## config.mk

```make
export PLATFORM = sky130hd
export DESIGN_NAME = display_arbiter
export DESIGN_NICKNAME = d
export VERILOG_FILES = /design/src/rtl/display_arb_pkg.sv /design/src/rtl/display_arbiter_rr_arbiter.sv /design/src/rtl/display_arbiter.sv
export SDC_FILE = /design/constraint.sdc
export NUM_CORES = 1
export LEC_CHECK = 0
export CORE_UTILIZATION = 25
export DETAILED_ROUTE_END_ITERATION = 10
export GPL_ROUTABILITY_DRIVEN = 0
export PLACE_DENSITY = 0.52
export SYNTH_ARGS = -nofsm -noshare
export SYNTH_HDL_FRONTEND = slang
export SYNTH_SLANG_ARGS = --single-unit
```

## constraint.sdc

```tcl
create_clock -name clk -period 2.19 [get_ports clk]
set_input_delay 0.219 -clock clk [delete_from_list [all_inputs] [get_ports clk]]
set_output_delay 0.219 -clock clk [all_outputs]
set_load 0.01 [all_outputs]
```

## src/rtl/display_arb_pkg.sv

```systemverilog
// Shared types and helpers for the display arbiter: FSM states, the hex digit
// type and a one-hot encoder sized for the largest supported client count.
package display_arb_pkg;

    typedef enum logic {
        IDLE = 1'b0,
        SHOW = 1'b1
    } state_t;

    typedef logic [3:0] digit_t;

    localparam int MAX_CLIENTS = 8;
    localparam int MAX_IDX_W   = 3;

    function automatic logic [MAX_CLIENTS-1:0] onehot(input logic [MAX_IDX_W-1:0] idx);
        logic [MAX_CLIENTS-1:0] vec;
        vec      = '0;
        vec[idx] = 1'b1;
        return vec;
    endfunction

endpackage

```

## src/rtl/display_arbiter_rr_arbiter.sv

```systemverilog
// Combinational round-robin picker: searches from the client after `last`,
// wrapping around, so `last` itself is considered only after everyone else.
module rr_arbiter
    import display_arb_pkg::*;
#(
    parameter int NUM_CLIENTS = 4
) (
    input  logic [NUM_CLIENTS-1:0]         req,
    input  logic [$clog2(NUM_CLIENTS)-1:0] last,
    output logic [$clog2(NUM_CLIENTS)-1:0] winner,
    output logic                           any_req
);

    localparam int IDW = $clog2(NUM_CLIENTS);

    // Walk the offsets from farthest to nearest so the nearest requester wins.
    always_comb begin
        winner = '0;
        for (int off = NUM_CLIENTS; off >= 1; off--) begin
            winner = req[(int'(last) + off) % NUM_CLIENTS]
                   ? IDW'((int'(last) + off) % NUM_CLIENTS)
                   : winner;
        end
    end

    assign any_req = |req;

endmodule

```

## src/rtl/display_arbiter.sv

```systemverilog
// Shares one seven_segment display between several clients using round-robin
// arbitration with a minimum on-screen hold time per grant.
module display_arbiter
    import display_arb_pkg::*;
#(
    parameter int NUM_CLIENTS  = 4,
    parameter int NUM_SEGMENTS = 4,
    parameter int CLK_PER      = 10,
    parameter int HOLD_US      = 500000
) (
    input  logic                                      clk,
    input  logic                                      reset,
    input  logic [NUM_CLIENTS-1:0]                    req,
    input  logic [NUM_CLIENTS-1:0][NUM_SEGMENTS-1:0][3:0] client_encoded,
    input  logic [NUM_CLIENTS-1:0][NUM_SEGMENTS-1:0]  client_dp,
    output logic [NUM_CLIENTS-1:0]                    grant,
    output logic [$clog2(NUM_CLIENTS)-1:0]            active_id,
    output logic [NUM_SEGMENTS-1:0][3:0]              encoded,
    output logic [NUM_SEGMENTS-1:0]                   digit_point
);

    localparam int IDW         = $clog2(NUM_CLIENTS);
    localparam int HOLD_CYCLES = HOLD_US * 1000 / CLK_PER;
    localparam int TW          = $clog2(HOLD_CYCLES);

    state_t                     state_r, state_n;
    logic [TW-1:0]              timer_r, timer_n;
    logic [NUM_CLIENTS-1:0]     grant_r, grant_n;
    logic [IDW-1:0]             active_id_r, active_id_n;
    digit_t [NUM_SEGMENTS-1:0]  encoded_r, encoded_n;
    logic [NUM_SEGMENTS-1:0]    digit_point_r, digit_point_n;

    logic [IDW-1:0]             winner_s;
    logic                       any_req_s;

    // active_id doubles as the round-robin pointer: search starts after it.
    rr_arbiter #(
        .NUM_CLIENTS (NUM_CLIENTS)
    ) u_rr (
        .req     (req),
        .last    (active_id_r),
        .winner  (winner_s),
        .any_req (any_req_s)
    );

    // State register with synchronous reset.
    always_ff @(posedge clk) begin
        if (reset) begin
            state_r       <= IDLE;
            timer_r       <= '0;
            grant_r       <= '0;
            active_id_r   <= '0;
            encoded_r     <= '0;
            digit_point_r <= '1;
        end else begin
            state_r       <= state_n;
            timer_r       <= timer_n;
            grant_r       <= grant_n;
            active_id_r   <= active_id_n;
            encoded_r     <= encoded_n;
            digit_point_r <= digit_point_n;
        end
    end

    // Next-state logic: arbitration, hold timer and display data capture.
    always_comb begin
        state_n       = state_r;
        timer_n       = timer_r;
        grant_n       = grant_r;
        active_id_n   = active_id_r;
        encoded_n     = encoded_r;
        digit_point_n = digit_point_r;

        case (state_r)
            IDLE: begin
                if (any_req_s) begin
                    grant_n     = NUM_CLIENTS'(onehot(MAX_IDX_W'(winner_s)));
                    active_id_n = winner_s;
                    timer_n     = TW'(HOLD_CYCLES - 1);
                    state_n     = SHOW;
                end else begin
                    grant_n     = '0;
                end
            end

            SHOW: begin
                // Live update only while the owner asks; otherwise freeze.
                if (req[active_id_r]) begin
                    encoded_n     = client_encoded[active_id_r];
                    digit_point_n = client_dp[active_id_r];
                end else begin
                    encoded_n     = encoded_r;
                    digit_point_n = digit_point_r;
                end

                if (timer_r == '0) begin
                    if (any_req_s) begin
                        // The owner is searched last, so it keeps the
                        // grant only when nobody else is waiting.
                        grant_n     = NUM_CLIENTS'(onehot(MAX_IDX_W'(winner_s)));
                        active_id_n = winner_s;
                        timer_n     = TW'(HOLD_CYCLES - 1);
                    end else begin
                        grant_n     = '0;
                        state_n     = IDLE;
                    end
                end else begin
                    timer_n = timer_r - TW'(1);
                end
            end

            default: begin
                state_n = IDLE;
                grant_n = '0;
            end
        endcase
    end

    assign grant       = grant_r;
    assign active_id   = active_id_r;
    assign encoded     = encoded_r;
    assign digit_point = digit_point_r;

endmodule

```

==> impl_metrics.env, run 1 <==
export IMPL_status="complete, but fails checks"
export IMPL_failed_checks="negative setup slack"
export IMPL_cp_common_cell="or4_4"
export IMPL_fin_tns_setup_ps=-26.8
export IMPL_gr_max_usage_layer="met2"
export IMPL_synth_warnings=0
export IMPL_cts_buffers=5
export IMPL_cpPeakStageDelay_ps=570
export IMPL_cts_tree="yes"
export IMPL_antenna_found_initial=0
export IMPL_clock_skew_ps=7.13
export IMPL_fill_cells=1192
export IMPL_initial_core_util=0.257
export IMPL_met3_usage=0.0377
export IMPL_coreArea_um2=12100
export IMPL_crit_fanout=5
export IMPL_pin_count=112
export IMPL_p_total_w=0.00276
export IMPL_path_buf_inv=1
export IMPL_syn_to_final_growth_pct=61.7
export IMPL_final_cell_mix="clkdlybuf4s50_1 (110), dfxtp_1 (51), buf_4 (47), nor2_1 (35), mux4_2 (21)"
export IMPL_place_hpwl_um=7250
export IMPL_synth_main_ff_cell="dfxtp_1"
export IMPL_diodes=0
export IMPL_io_buffer_count=111
export IMPL_dieArea_um2=12900
export IMPL_synth_avg_cell_area_um2=9.58
export IMPL_end_kind="flop"
export IMPL_grt_pass1_vias=3205
export IMPL_syn_nets=411
export IMPL_nets=558
export IMPL_cp_cell_sequence="or4_4 > or4_4 > o21ai_4 > buf_6 > a211oi_4 > a211oi_2"
export IMPL_crit_family="simple AND/OR/NAND/NOR gates"
export IMPL_finalMaxSlewViolations=0
export IMPL_post_route_cell_area_um2=5020
export IMPL_setup_viol=3
export IMPL_slew_limit_headroom=0.557
export IMPL_max_freq_ghz=0.453
export IMPL_netlist_instances=324
export IMPL_drt_wl_total_um=9940
export IMPL_met1_usage=0.199
export IMPL_ir_worst_vdd_v=0.000373
export IMPL_cts_max_level=2
export IMPL_grt_overflow_total=0
export IMPL_syn_cell_area_um2=3100
export IMPL_ys_ff_latch=53
export IMPL_period_minus_slack_ps=2210
export IMPL_powerDensity_nw_per_um2=549
export IMPL_drc=0
export IMPL_hold_ws_ps=332
export IMPL_worst_slack_ps=-18.7
export IMPL_grt_start_max_net_pins=28
export IMPL_drt_initial_drc_count=174
export IMPL_tightest_slew_ps=656
export IMPL_period_share=1.01
export IMPL_drive_gt1_frac=0.246
export IMPL_rsz0062_at_grt="true"
export IMPL_hold_buffers=0
export IMPL_path_clk_slew_ps=70
export IMPL_grt_first_pass_wirelength_um=15800
export IMPL_hold_path_class="input port to flop"
export IMPL_synth_edf_count=0
export IMPL_clock_latency_ps=300
export IMPL_cp_slowest_cell="or4_4"
export IMPL_route_detailed_wl_per_inst_um=15.5
export IMPL_criticalPathCategory="flop to flop"
export IMPL_use_met2=0.263
export IMPL_final_hold_violation_count=0
export IMPL_synth_seq_area_share=0.342
export IMPL_root_buffer="clkbuf_16"
export IMPL_synthArstFlopShare=0
export IMPL_place_ws_ps=-47.2
export IMPL_placed_area_um2=4690
export IMPL_final_common_cell="clkdlybuf4s50_1"
export IMPL_rows=40
export IMPL_leakage_nw=1.85
export IMPL_die_w_um=113
export IMPL_dieHeight_um=113
export IMPL_cp_required_ps=2400
export IMPL_vias=3182
export IMPL_avgViaCountPerCell=4.97
export IMPL_first_pass_iters=4
export IMPL_numClockSinks=53
export IMPL_cts_buffer_depth=2
export IMPL_drtAntennaViolNets=0
export IMPL_synthDistinctLibCells=53
export IMPL_startpoint_type="flop"
export IMPL_arrival_ps=2420
export IMPL_cap_viol_max_count=0
export IMPL_grt_use_total=0.155
registers in the layout, indices dropped and copies added, names as in the netlist:
register	count
active_id	2
digit_point	4
encoded	16
grant	4
state_r	1
timer_r	26
synth_stat cells, types with 3 or more instances:
cell type	number	share of area
or3_1	8	0.016
mux2i_1	18	0.058
mux4_2	21	0.15
nand3_1	14	0.023
a21oi_1	18	0.029
or4_4	3	0.011
xnor2_1	7	0.020
nor3_1	21	0.034
buf_2	3	0.0048
inv_1	4	0.0048
a31oi_1	6	0.012
nor4_1	9	0.018
nand2b_1	5	0.010
a211oi_1	11	0.027
a211o_1	4	0.011
nand2_1	11	0.013
nor2_1	35	0.042
or4_1	5	0.012
clkbuf_1	18	0.022
and3_1	6	0.012
o21ai_0	3	0.0048
dfxtp_1	53	0.34
repair_timing:
| item | 4_1_cts | 5_1_grt |
|---|---|---|
| cloned | 0 | 0 |
| pin swaps | 2 | 20 |
| endpoints found under the setup margin | 6 | 25 |
| buffers inserted | 0 | 3 |
| gates resized for setup | 8 | 25 |
worst paths after layout:
path / start / endpoint / slack [ps] / depth (start not counted)
worst max-delay path: timer_r[20] / timer_r[23] / -20 / 6
worst min-delay path: reset / encoded[2] / 330 / 2
worst max register to register: timer_r[20] / timer_r[23] / -20 / 6
worst min register to register: grant[0] / grant[0] / 460 / 2
through the flow:
step / util / std cells
final: 0.416 / 640
after global routing: 0.416 / 640
after CTS: 0.404 / 637
after detailed placement: 0.389 / 629
after global placement: 0.389 / 629
after floorplan: - / 324
metal layers:
metal	wire, µm	up-vias	part of all wire
met5	0	-	0
met4	59	0	0.0059
met3	392	4	0.039
met2	4950	76	0.50
met1	4540	1556	0.46
li1	-	1546	-
worst reg2reg max path, cell delays in order (launching register included):
cell and delay [ps]:
dfxtp_2 320, or4_4 570, or4_4 560, o21ai_4 240, buf_6 160, a211oi_4 60
a211oi_2 220
area by class of cell:
cell class | count | area [µm²] | area share
Tap cell | 168 | 210 | 0.0419
Clock buffer | 6 | 129 | 0.0257
Inverter | 4 | 15.0 | 0.00299
Sequential cell | 53 | 1060 | 0.212
Clock inverter | 2 | 10.0 | 0.00200
Multi-Input combinational cell | 243 | 2050 | 0.409
Timing Repair Buffer | 164 | 1540 | 0.306
logic make-up (layout without fill, tap and decap cells):
group / after synthesis / count (layout) / share of synthesized area
buffers and inverters: 28 / 176 / 0.0411
DFF: 53 / 53 / 0.342
and+or+nand+nor: 134 / 134 / 0.242
adders and majority gates: 1 / 1 / 0.00403
xor gates and xnor gates: 8 / 8 / 0.0226
AOI/OAI and AO/OA: 61 / 61 / 0.138
muxes: 39 / 39 / 0.210
power by group:
| part | switching, W | total, W | internal (W) |
|---|---|---|---|
| Sequential | 0.0000578 | 0.00110 | 0.00104 |
| Combinational | 0.000355 | 0.000863 | 0.000509 |
| Clock | 0.000376 | 0.000797 | 0.000422 |
| Total | 0.000788 | 0.00276 | 0.00197 |
Note: power is estimated with default switching activity, not from simulation.
==> run 2, diff against run 1 <==
--- a/config.mk
+++ b/config.mk
@@ -5,10 +5,12 @@
 export SDC_FILE = /design/constraint.sdc
 export NUM_CORES = 1
 export LEC_CHECK = 0
-export CORE_UTILIZATION = 25
+export CAP_MARGIN = 25
+export CORE_UTILIZATION = 35
 export DETAILED_ROUTE_END_ITERATION = 10
 export GPL_ROUTABILITY_DRIVEN = 0
-export PLACE_DENSITY = 0.52
+export PLACE_DENSITY = 0.68
+export SLEW_MARGIN = 5
 export SYNTH_ARGS = -nofsm -noshare
 export SYNTH_HDL_FRONTEND = slang
 export SYNTH_SLANG_ARGS = --single-unit
==> run 2 against run 1 <==
Against the previous run:
- the run now ends clean
- worst setup slack better by 42 ps
- non-clock buffer count is 9 lower
- sequential power barely moved
- register-to-register slack improved by 40 ps
- via count decreased by 0.85%
- combinational power is 3.7% lower
- highest routed layer unchanged
- global-route usage rose by 4.9 points
- sequential share of layout area increased by 1.3 points
- worst hold slack lost 9.3 ps
- critical path type unchanged
==> impl_metrics.env, run 2 (synthesis gave the netlist of run 1 again) <==
export IMPL_numClockSinks=53
export IMPL_end_kind="flop"
export IMPL_crit_family="simple AND/OR/NAND/NOR gates"
export IMPL_route_detailed_wl_per_inst_um=16.5
export IMPL_rrSetupSlack_ps=20
export IMPL_vias=3155
export IMPL_first_pass_iters=4
export IMPL_cp_required_ps=2430
export IMPL_drt_initial_drc_count=154
export IMPL_crit_fanout=6
export IMPL_path_buf_inv=1
export IMPL_avgViaCountPerCell=5.56
export IMPL_grt_first_pass_wirelength_um=14400
export IMPL_cp_cell_sequence="or4_4 > or4_4 > o21ai_4 > buf_4 > nand4_1 > a21oi_1"
export IMPL_ir_worst_vdd_v=0.000264
export IMPL_powerDensity_nw_per_um2=528
export IMPL_top_register="timer_r"
export IMPL_cts_tree="yes"
export IMPL_drc=0
export IMPL_cp_slowest_cell="or4_4"
export IMPL_grt_start_max_net_pins=34
export IMPL_hold_buffers=0
export IMPL_nets=549
export IMPL_leakage_nw=1.77
export IMPL_max_freq_ghz=0.461
export IMPL_cap_viol_max_count=0
export IMPL_period_minus_slack_ps=2170
export IMPL_cp_startpoint="timer_r[18]"
export IMPL_cpPeakStageDelay_ps=570
export IMPL_finalMaxSlewViolations=0
export IMPL_grt_overflow_total=0
export IMPL_clock_latency_ps=310
export IMPL_rr_worst_depth=6
export IMPL_multiInputGateArea_um2=1970
export IMPL_die_w_um=96.2
export IMPL_largest_reg_flops=26
export IMPL_coreArea_um2=8380
export IMPL_place_inst=558
export IMPL_place_hpwl_um=7120
export IMPL_fin_tns_setup_ps=0
export IMPL_hold_ws_ps=323
export IMPL_cts_max_level=2
export IMPL_drive_gt1_frac=0.201
export IMPL_dieArea_um2=9250
export IMPL_dieHeight_um=96.2
export IMPL_initial_core_util=0.370
export IMPL_final_hold_violation_count=0
export IMPL_arrival_ps=2410
export IMPL_p_total_w=0.00249
export IMPL_grt_pass1_vias=2945
export IMPL_r2r_start="timer_r[18]"
export IMPL_setup_viol=0
export IMPL_diodes=0
export IMPL_fill_cells=742
export IMPL_pin_count=112
export IMPL_rr_endpoint="grant[0]"
export IMPL_period_share=0.990
export IMPL_status="complete, no violations"
export IMPL_criticalPathCategory="flop to flop"
export IMPL_clock_skew_ps=9.85
export IMPL_drtAntennaViolNets=0
export IMPL_root_buffer="clkbuf_8"
export IMPL_final_cells=567
export IMPL_cp_depth=6
export IMPL_path_clk_slew_ps=100
export IMPL_hold_path_class="input port to flop"
export IMPL_final_cell_mix="clkdlybuf4s50_1 (110), dfxtp_1 (52), buf_4 (39), nor2_1 (35)"
export IMPL_holdPathStages=2
export IMPL_startpoint_type="flop"
export IMPL_syn_to_final_growth_pct=52.3
export IMPL_antenna_found_initial=0
export IMPL_grt_use_total=0.203
export IMPL_seqCellArea_um2=1060
export IMPL_rows=33
export IMPL_final_common_cell="clkdlybuf4s50_1"
export IMPL_cp_common_cell="or4_4"
export IMPL_tightest_slew_ps=456
export IMPL_rsz0062_at_grt="true"
export IMPL_slew_limit_headroom=0.693
export IMPL_drt_wl_total_um=9340
export IMPL_cts_buffers=5
export IMPL_io_buffer_count=111
export IMPL_cts_buffer_depth=2
export IMPL_critPathCapture="grant[0]"
run 2: timing repair:
action	CTS	global route
pin swaps	6	8
buffers inserted	1	1
setup endpoints to repair	9	22
gates resized for setup	4	11
run 2: how the worst min path moves through the flow:
| stage | startpoint | end |
|---|---|---|
| 2_1_floorplan | timer_r[24] | timer_r[24] |
| 3_3_place_gp | grant[3] | grant[3] |
| 3_5_place_dp | grant[3] | grant[3] |
| 4_1_cts | reset | state_r |
| 5_1_grt | reset | grant[3] |
| 6_report | reset | grant[3] |
run 2: final cells by class:
type	count	share of cell area
clock buffers	7	0.0183
inverters	4	0.00318
repair buffers	155	0.310
flip-flops and latches	53	0.225
multi-input cells	243	0.416
well taps	105	0.0278
run 2: metrics by stage:
step	instance area [µm²]	setup slack [ps]	utilization
6_report	4720	22.9	0.564
3_3_place_gp	4560	39.3	0.544
3_5_place_dp	4560	-9.84	0.544
2_1_floorplan	3100	18.1	-
5_1_grt	4720	-37.4	0.564
4_1_cts	4660	-3.95	0.556
run 2: where the power goes:
group / switching, W / internal (W) / leakage, nW
sequential: 0.0000523 / 0.00104 / 0.437
combinational: 0.000342 / 0.000489 / 1.29
clock: 0.000321 / 0.000252 / 0.0443
run 2: layer usage:
layer  wire length [µm]  vias to the layer above  global-route usage
li1                   -                     1525                   -
met1               3920                     1508               0.266
met2               4760                      103               0.339
met3                435                       19              0.0284
met4                233                        0              0.0759
met5                  0                        -                   0
==> run 3, diff against run 2 <==
--- a/config.mk
+++ b/config.mk
@@ -9,8 +9,10 @@
 export CORE_UTILIZATION = 35
 export DETAILED_ROUTE_END_ITERATION = 10
 export GPL_ROUTABILITY_DRIVEN = 0
+export MAX_ROUTING_LAYER = met4
 export PLACE_DENSITY = 0.68
 export SLEW_MARGIN = 5
 export SYNTH_ARGS = -nofsm -noshare
 export SYNTH_HDL_FRONTEND = slang
 export SYNTH_SLANG_ARGS = --single-unit
+export TNS_END_PERCENT = 10
==> run 3 against run 2 <==
Against the previous run:
- first-iteration DRC count down 19%
- worst setup slack worse by 10 ps
- critical endpoint unchanged
- power down 0.18%
- non-clock buffer count down 1
- worst hold slack worse by 3.7 ps
- wire length up 0.21%
- global-route usage up 0.57 points
- critical path depth unchanged
- clock skew down 1.7 ps
- cell count down 0.18%
- count of clock-buffer cells in the layout unchanged
- largest cell class unchanged
- combinational power down 1%
==> impl_metrics.env, run 3 (synthesis gave the netlist of run 1 again) <==
export IMPL_status="complete, no violations"
export IMPL_clock_skew_ps=8.16
export IMPL_slew_limit_headroom=0.573
export IMPL_place_hpwl_um=7120
export IMPL_cts_tree="yes"
export IMPL_powerDensity_nw_per_um2=529
export IMPL_first_pass_iters=4
export IMPL_ir_worst_vdd_v=0.000260
export IMPL_drt_wl_total_um=9360
export IMPL_grt_start_max_net_pins=34
export IMPL_largest_reg_flops=26
export IMPL_coreArea_um2=8380
export IMPL_rr_endpoint="grant[0]"
export IMPL_fill_cells=750
export IMPL_io_buffer_count=111
export IMPL_placed_area_um2=4560
export IMPL_crit_fanout=6
export IMPL_startpoint_type="flop"
export IMPL_worstHoldEndpoint="grant[3]"
export IMPL_post_route_cell_area_um2=4710
export IMPL_initial_core_util=0.370
export IMPL_final_cell_mix="clkdlybuf4s50_1 (110), dfxtp_1 (52), buf_4 (39), nor2_1 (35)"
export IMPL_cp_required_ps=2430
export IMPL_grt_use_total=0.209
export IMPL_max_freq_ghz=0.459
export IMPL_criticalPathCategory="flop to flop"
export IMPL_cts_buffers=5
export IMPL_grt_first_pass_wirelength_um=14400
export IMPL_worstHoldStart="reset"
export IMPL_period_minus_slack_ps=2180
export IMPL_end_kind="flop"
export IMPL_vias=3149
export IMPL_final_hold_violation_count=0
export IMPL_nets=548
export IMPL_diodes=0
export IMPL_syn_to_final_growth_pct=51.7
export IMPL_clock_latency_ps=310
export IMPL_die_w_um=96.2
export IMPL_finalMaxSlewViolations=0
export IMPL_drc=0
export IMPL_top_register="timer_r"
export IMPL_drtAntennaViolNets=0
export IMPL_antenna_found_initial=0
export IMPL_numClockSinks=53
export IMPL_setup_viol=0
export IMPL_hold_path_class="input port to flop"
export IMPL_hold_buffers=0
export IMPL_drt_initial_drc_count=125
export IMPL_period_share=0.994
export IMPL_dieHeight_um=96.2
export IMPL_final_common_cell="clkdlybuf4s50_1"
export IMPL_leakage_nw=1.76
export IMPL_r2r_start="timer_r[18]"
export IMPL_cts_max_level=2
export IMPL_dieArea_um2=9250
export IMPL_cts_buffer_depth=2
export IMPL_root_buffer="clkbuf_8"
export IMPL_p_total_w=0.00249
export IMPL_route_detailed_wl_per_inst_um=16.5
export IMPL_path_clk_slew_ps=100
export IMPL_rsz0062_at_grt="true"
export IMPL_cap_viol_max_count=0
export IMPL_multiInputGateArea_um2=1960
export IMPL_hold_ws_ps=319
export IMPL_fin_tns_setup_ps=0
export IMPL_rows=33
export IMPL_grt_overflow_total=0
export IMPL_avgViaCountPerCell=5.56
export IMPL_arrival_ps=2420
export IMPL_rrSetupSlack_ps=10
export IMPL_holdPathStages=2
export IMPL_seqCellArea_um2=1060
export IMPL_grt_pass1_vias=2944
export IMPL_pin_count=112
export IMPL_rr_worst_depth=6
export IMPL_tightest_slew_ps=632
export IMPL_drive_gt1_frac=0.197
-- run 3: worst max path at each step --
stage	startpoint	to	slack, ps	depth (start not counted)
floorplan	timer_r[14]	active_id[0]	20	7
global placement	timer_r[24]	timer_r[15]	40	6
detailed placement	timer_r[18]	timer_r[10]	-10	6
CTS	timer_r[19]	grant[0]	-4	6
global route	timer_r[15]	timer_r[8]	-40	6
finish	timer_r[18]	grant[0]	10	6
-- run 3: stage by stage --
step,std cells,worst slack [ps],util
6_report,566,12.7,0.561
5_1_grt,566,-36.9,0.561
4_1_cts,566,-3.95,0.556
3_5_place_dp,558,-9.84,0.544
3_3_place_gp,558,39.3,0.544
2_1_floorplan,324,18.1,-
-- run 3: what timing repair did --
| action | 4_1_cts | 5_1_grt |
|---|---|---|
| pin swaps | 6 | 8 |
| buffers inserted | 1 | 0 |
| resized for setup | 4 | 9 |
| endpoints found under the setup margin | 9 | 21 |
-- run 3: area by class of cell --
| type | instances | area share |
|---|---|---|
| multi-input cells | 243 | 0.416 |
| inverters | 4 | 0.00319 |
| flip-flops and latches | 53 | 0.226 |
| well taps | 105 | 0.0279 |
| clock buffers | 7 | 0.0183 |
| repair buffers | 154 | 0.309 |
-- run 3: routing by layer --
| metal | vias to the layer above | share of wire | global-route usage |
|---|---|---|---|
| li1 | 1521 | - | - |
| met1 | 1523 | 0.43 | 0.267 |
| met3 | 19 | 0.040 | 0.0261 |
| met5 | - | 0 | - |
| met2 | 86 | 0.51 | 0.339 |
| met4 | 0 | 0.025 | 0.0759 |
-- run 3: critical path, cell delays in order (launching register included) --
cell,delay (ps)
dfxtp_1,340
or4_4,570
or4_4,520
o21ai_4,260
buf_4,190
nand4_1,70
a21oi_1,150
-- run 3: report_power, final --
part / switching, W / internal (W)
combinational: 0.000339 / 0.000485
sequential: 0.0000522 / 0.00104
clock: 0.000324 / 0.000252
total: 0.000715 / 0.00177
